File: src/rtl/lcd_drv_gen.sv
// HD44780-class character LCD driver: ready/valid word FIFO feeding an RS/E/DB
// waveform generator with tick-based setup, strobe, gap and execution delays.
module lcd_drv_gen #(
  parameter int BUS_WIDTH    = 8,
  parameter int FIFO_DEPTH   = 4,
  parameter int CLK_DIV      = 1000,
  parameter int SETUP_TICKS  = 1,
  parameter int STROBE_TICKS = 1,
  parameter int GAP_TICKS    = 1,
  parameter int SHORT_DLY    = 10,
  parameter int LONG_DLY     = 250
) (
  input  logic       clk_i,
  input  logic       rst_i,
  input  logic [9:0] data_i,
  input  logic       data_valid_i,
  output logic       device_ready_o,
  output logic       busy_o,
  output logic       rs_o,
  output logic       en_o,
  output logic [7:0] lcd_data_o
);
  localparam int M1   = (SETUP_TICKS > STROBE_TICKS) ? SETUP_TICKS : STROBE_TICKS;
  localparam int M2   = (M1 > GAP_TICKS) ? M1 : GAP_TICKS;
  localparam int M3   = (M2 > SHORT_DLY) ? M2 : SHORT_DLY;
  localparam int MAXT = (M3 > LONG_DLY) ? M3 : LONG_DLY;
  localparam int TW   = $clog2(MAXT + 1);
  localparam int PW   = $clog2(CLK_DIV + 1);
  localparam int AW   = (FIFO_DEPTH > 1) ? $clog2(FIFO_DEPTH) : 1;
  localparam int CW   = $clog2(FIFO_DEPTH + 1);
  localparam bit FOUR = (BUS_WIDTH == 4);

  typedef enum logic [2:0] {IDLE, SET, STROBE, GAP, DELAY} state_t;
  state_t state, state_n;

  // word FIFO
  logic [9:0]    mem [FIFO_DEPTH];
  logic [AW-1:0] wptr, rptr;
  logic [CW-1:0] count;
  logic [9:0]    head;
  logic          push, pop;

  assign device_ready_o = (count != CW'(FIFO_DEPTH)) && !rst_i;
  assign push = data_valid_i && device_ready_o;
  assign pop  = (state == IDLE) && (count != '0);
  assign head = mem[rptr];

  always_ff @(posedge clk_i)
    if (push) mem[wptr] <= data_i;

  always_ff @(posedge clk_i or posedge rst_i) begin
    if (rst_i) begin
      wptr  <= '0;
      rptr  <= '0;
      count <= '0;
    end else begin
      if (push) wptr <= wptr + AW'(1);
      if (pop)  rptr <= rptr + AW'(1);
      if (push && !pop)      count <= count + CW'(1);
      else if (pop && !push) count <= count - CW'(1);
    end
  end

  // per-word context captured at pop
  logic       nib, lng, second;
  logic [3:0] lo;

  // tick timer: restarts on every state entry so each state is N*CLK_DIV cycles
  logic [PW-1:0] pre;
  logic [TW-1:0] tick;
  int            lim;
  logic          tick_end;

  always_comb begin
    lim = 1;
    case (state)
      SET:     lim = SETUP_TICKS;
      STROBE:  lim = STROBE_TICKS;
      GAP:     lim = GAP_TICKS;
      DELAY:   lim = lng ? LONG_DLY : SHORT_DLY;
      default: lim = 1;
    endcase
  end

  assign tick_end = (pre == PW'(CLK_DIV - 1)) && (tick == TW'(lim - 1));

  always_ff @(posedge clk_i or posedge rst_i) begin
    if (rst_i) begin
      pre  <= '0;
      tick <= '0;
    end else if (state_n != state) begin
      pre  <= '0;
      tick <= '0;
    end else if (state != IDLE) begin
      if (pre == PW'(CLK_DIV - 1)) begin
        pre  <= '0;
        tick <= tick + TW'(1);
      end else begin
        pre <= pre + PW'(1);
      end
    end
  end

  always_ff @(posedge clk_i or posedge rst_i)
    if (rst_i) state <= IDLE;
    else       state <= state_n;

  always_comb begin
    state_n = state;
    case (state)
      IDLE:    if (count != '0) state_n = SET;
      SET:     if (tick_end) state_n = STROBE;
      STROBE:  if (tick_end) state_n = (FOUR && !second && !nib) ? GAP : DELAY;
      GAP:     if (tick_end) state_n = SET;
      DELAY:   if (tick_end) state_n = IDLE;
      default: state_n = IDLE;
    endcase
  end

  always_ff @(posedge clk_i or posedge rst_i) begin
    if (rst_i) begin
      rs_o       <= 1'b0;
      en_o       <= 1'b0;
      lcd_data_o <= '0;
      busy_o     <= 1'b0;
      nib        <= 1'b0;
      lng        <= 1'b0;
      second     <= 1'b0;
      lo         <= '0;
    end else begin
      busy_o <= (state != IDLE) || (count != '0);
      en_o   <= (state_n == STROBE);
      if (pop) begin
        rs_o       <= head[8];
        lcd_data_o <= FOUR ? {head[7:4], 4'b0} : head[7:0];
        nib        <= head[9];
        lng        <= !head[8] && (head[7:2] == 6'd0);
        second     <= 1'b0;
        lo         <= head[3:0];
      end
      if (state == STROBE && state_n == GAP) begin
        lcd_data_o <= {lo, 4'b0};
        second     <= 1'b1;
      end
    end
  end
endmodule

File: config.mk
export PLATFORM = sky130hd
export DESIGN_NAME = lcd_drv_gen
export DESIGN_NICKNAME = d
export VERILOG_FILES = /design/src/rtl/lcd_drv_gen.sv
export SDC_FILE = /design/constraint.sdc
export NUM_CORES = 1
export LEC_CHECK = 0
export CAP_MARGIN = 20
export CELL_PAD_IN_SITES_DETAIL_PLACEMENT = 1
export CELL_PAD_IN_SITES_GLOBAL_PLACEMENT = 1
export CORE_MARGIN = 2
export CORE_UTILIZATION = 48
export DETAILED_ROUTE_END_ITERATION = 6
export GPL_TIMING_DRIVEN = 0
export HOLD_SLACK_MARGIN = 0.1
export PLACE_DENSITY_LB_ADDON = 0.3
export SLEW_MARGIN = 20
export SYNTH_ARGS = -nofsm -noshare
export SYNTH_HDL_FRONTEND = slang
export SYNTH_SLANG_ARGS = --single-unit
File: constraint.sdc
create_clock -name clk_i -period 3.3 [get_ports clk_i]
set_input_delay 0.66 -clock clk_i [delete_from_list [all_inputs] [get_ports clk_i]]
set_output_delay 0.66 -clock clk_i [all_outputs]
set_load 0.03 [all_outputs]
==> impl_metrics.tcl <==
set metrics [dict create \
    status "completed" \
    pwr-share-clk 0.240 \
    synth_top_area_share 0.317 \
    drt_first_pass_iters 4 \
    p_leak_uw 0.00152 \
    ir_worst_vdd_mv 0.432 \
    critical_path.endpoint_type "output pin" \
    cts_buffers 9 \
    synth_warnings 0 \
    path_clk_slew_ps 80 \
    switching_power_uw 921 \
    grt_pass1_vias 2245 \
    yosysSeqAreaShare 0.610 \
    netlist_top_cells_count "40 x dfrtp_1, 36 x edfxtp_1, 16 x nor2_1" \
    yosysMostFrequentCell "dfrtp_1" \
    dp_hpwl_mm 4.91 \
    drc 0 \
    syn_area_per_cell_um2 13.4 \
    ys_seq_elements 76 \
    track_usage 0.200 \
    layout.area.seq_um2 2080 \
    final_layout_size_suffix_gt1_frac 0.136 \
    drt-initial-drc-count 98 \
    wl_per_cell_um 17.8 \
    grt_max_degree 22 \
    initial_core_util 0.500 \
    drt_wl_total_mm 6.93 \
    portBuffers 23 \
    via_count 2189 \
    synth_nets 275 \
    cts_sinks 76 \
    setup_tns_ps 0 \
    tritoncts "done" \
    ant_nets 0 \
    cts_resized 0 \
    multi_input_area_um2 1260 \
    path_class "input pin to output pin" \
    syn_to_final_growth_pct 16.2 \
    synth_edf_count 36 \
    total_power_uw 2740 \
    rsz0062_at_grt "false" \
    tightest_slew_ps 664 \
    antenna_found_initial 0 \
    synthFlopType "dfrtp_1" \
    syn_area_um2 3410 \
    fillers 700 \
    h-tree-depth 3 \
    netlist_instances 254 \
    final_cells 390 \
    dp.cells 374 \
    power_frac_comb 0.281 \
    io_pins 25 \
    fp.dieW_um 88.3 \
    post_cts_buffers 0 \
    clock_skew_ps 10.7 \
    slew_viol_final 0 \
    synthTopCellsByArea "edfxtp_1 32%, dfrtp_1 29%, mux4_2 5.9%" \
    swShare 0.336 \
    slew_headroom 0.555 \
    worst_ep_required_time_ps 2640 \
    crit_arrival_ps 2160 \
    power_frac_seq 0.479 \
    die_h_um 88.3 \
    setup_viol 0 \
    period_needed_ps 2820 \
    max_freq_mhz 354 \
    final_util 0.581 \
    hold_viol 0 \
    vias_per_cell 5.61 \
    drv_cap 0 \
    min_path_type "flop to flop" \
    rows 30 \
    num_antenna_cells 0 \
    cts-root-buf "clkbuf_8" \
    nNetsFinal 310 \
    hold_buffers 0 \
    fp.dieArea_um2 7800 \
    grt_pass1_wl_mm 11.5 \
    p_int_uw 1820 \
    synth_cell_types 45 \
    gp_congestion 0.748 \
    grt_overflow 0 \
    critPathMaxFanout 6 \
    synthArstFlopShare 0.526 \
    yosys.area.top_type "edfxtp_1" \
    cts_buffer_depth 2 \
    core_area_um2 6830 \
    cp-start-kind "input pin" \
    power_density_nw_per_um2 691 \
    clk_latency_ps 360 \
    finalCritPeriodShare 0.856 \
]
[sequential cells by signal, summed over array words and instances, names as in the netlist]
name,count
busy_o,1
count,3
en_o,1
lcd_data_o,8
lng,1
mem,36
pre,10
rptr,2
rs_o,1
state,3
tick,8
wptr,2
[path summary, 6_finish.rpt]
check | startpoint | end | slack [ps] | cells after the start
max in group asynchronous | rst_i | rptr[1] | 2140 | 3
min reg2reg | lcd_data_o[3] | lcd_data_o[3] | 480 | 1
min | lcd_data_o[3] | lcd_data_o[3] | 480 | 1
max | rst_i | device_ready_o | 480 | 3
max reg2reg | count[0] | count[2] | 520 | 12
min in group asynchronous | rst_i | wptr[0] | 680 | 2
[power by group through the flow]
stage	logic (uW)	registers [uW]	clock network [uW]
floorplan	447	1390	0
global placement	754	1320	0
detailed placement	783	1330	0
CTS	785	1310	666
global route	840	1340	707
finish	771	1310	658
[layout by cell type, fill, tap and decap left out, types with 3 or more instances in the layout]
| cell type | n |
|---|---|
| a21o_1 | 4 |
| a21oi_1 | 9 |
| and2_1 | 4 |
| and3_1 | 10 |
| and4bb_1 | 3 |
| buf_2 | 6 |
| clkbuf_8 | 9 |
| clkdlybuf4s50_1 | 23 |
| clkinvlp_4 | 3 |
| dfrtp_1 | 40 |
| edfxtp_1 | 36 |
| ha_1 | 7 |
| inv_1 | 4 |
| mux2_1 | 4 |
| mux4_2 | 9 |
| nand2_1 | 15 |
| nand2b_1 | 3 |
| nand3_1 | 8 |
| nand3b_1 | 3 |
| nand4_1 | 5 |
| nor2_1 | 16 |
| nor3b_1 | 3 |
| nor4_1 | 4 |
| o21ai_0 | 4 |
| o21ai_1 | 9 |
| or3_1 | 6 |
| xnor2_1 | 11 |
| xor2_1 | 4 |
[worst max-delay path, cell delays in order]
cell and delay, ps:
clkdlybuf4s50_1 430, a21oi_1 320, clkdlybuf4s50_1 750
[cells by family after synthesis]
kind of cell             synth area share
AO/OA/AOI/OAI                      0.0726
multiplexers                       0.0788
buffers and inverters              0.0209
flip-flops                          0.610
AND/OR/NAND/NOR                     0.148
adder cells (fa/ha/maj)            0.0315
XOR/XNOR                           0.0385
[per-layer routing]
metal / global-route usage / part of all wire
met1: 0.280 / 0.47
met2: 0.307 / 0.49
met3: 0.0457 / 0.029
met4: 0.0758 / 0.019
met5: 0 / 0
[area by class of cell]
type | instances | area share
tap | 96 | 0.0303
multi-input combinational | 163 | 0.318
inverter | 6 | 0.00567
timing repair buffer | 24 | 0.0649
clock buffer | 10 | 0.0322
sequential | 76 | 0.525
buffer | 9 | 0.0123
clock inverter | 6 | 0.0123
[through the flow]
step | hold slack [ps] | instance area (um^2) | worst slack, ps
floorplan | 455 | 3410 | 691
global placement | 461 | 3760 | 497
detailed placement | 467 | 3790 | 432
CTS | 486 | 3970 | 466
global route | 499 | 3970 | 312
finish | 482 | 3970 | 475
Power figures use the tool's default switching activity.
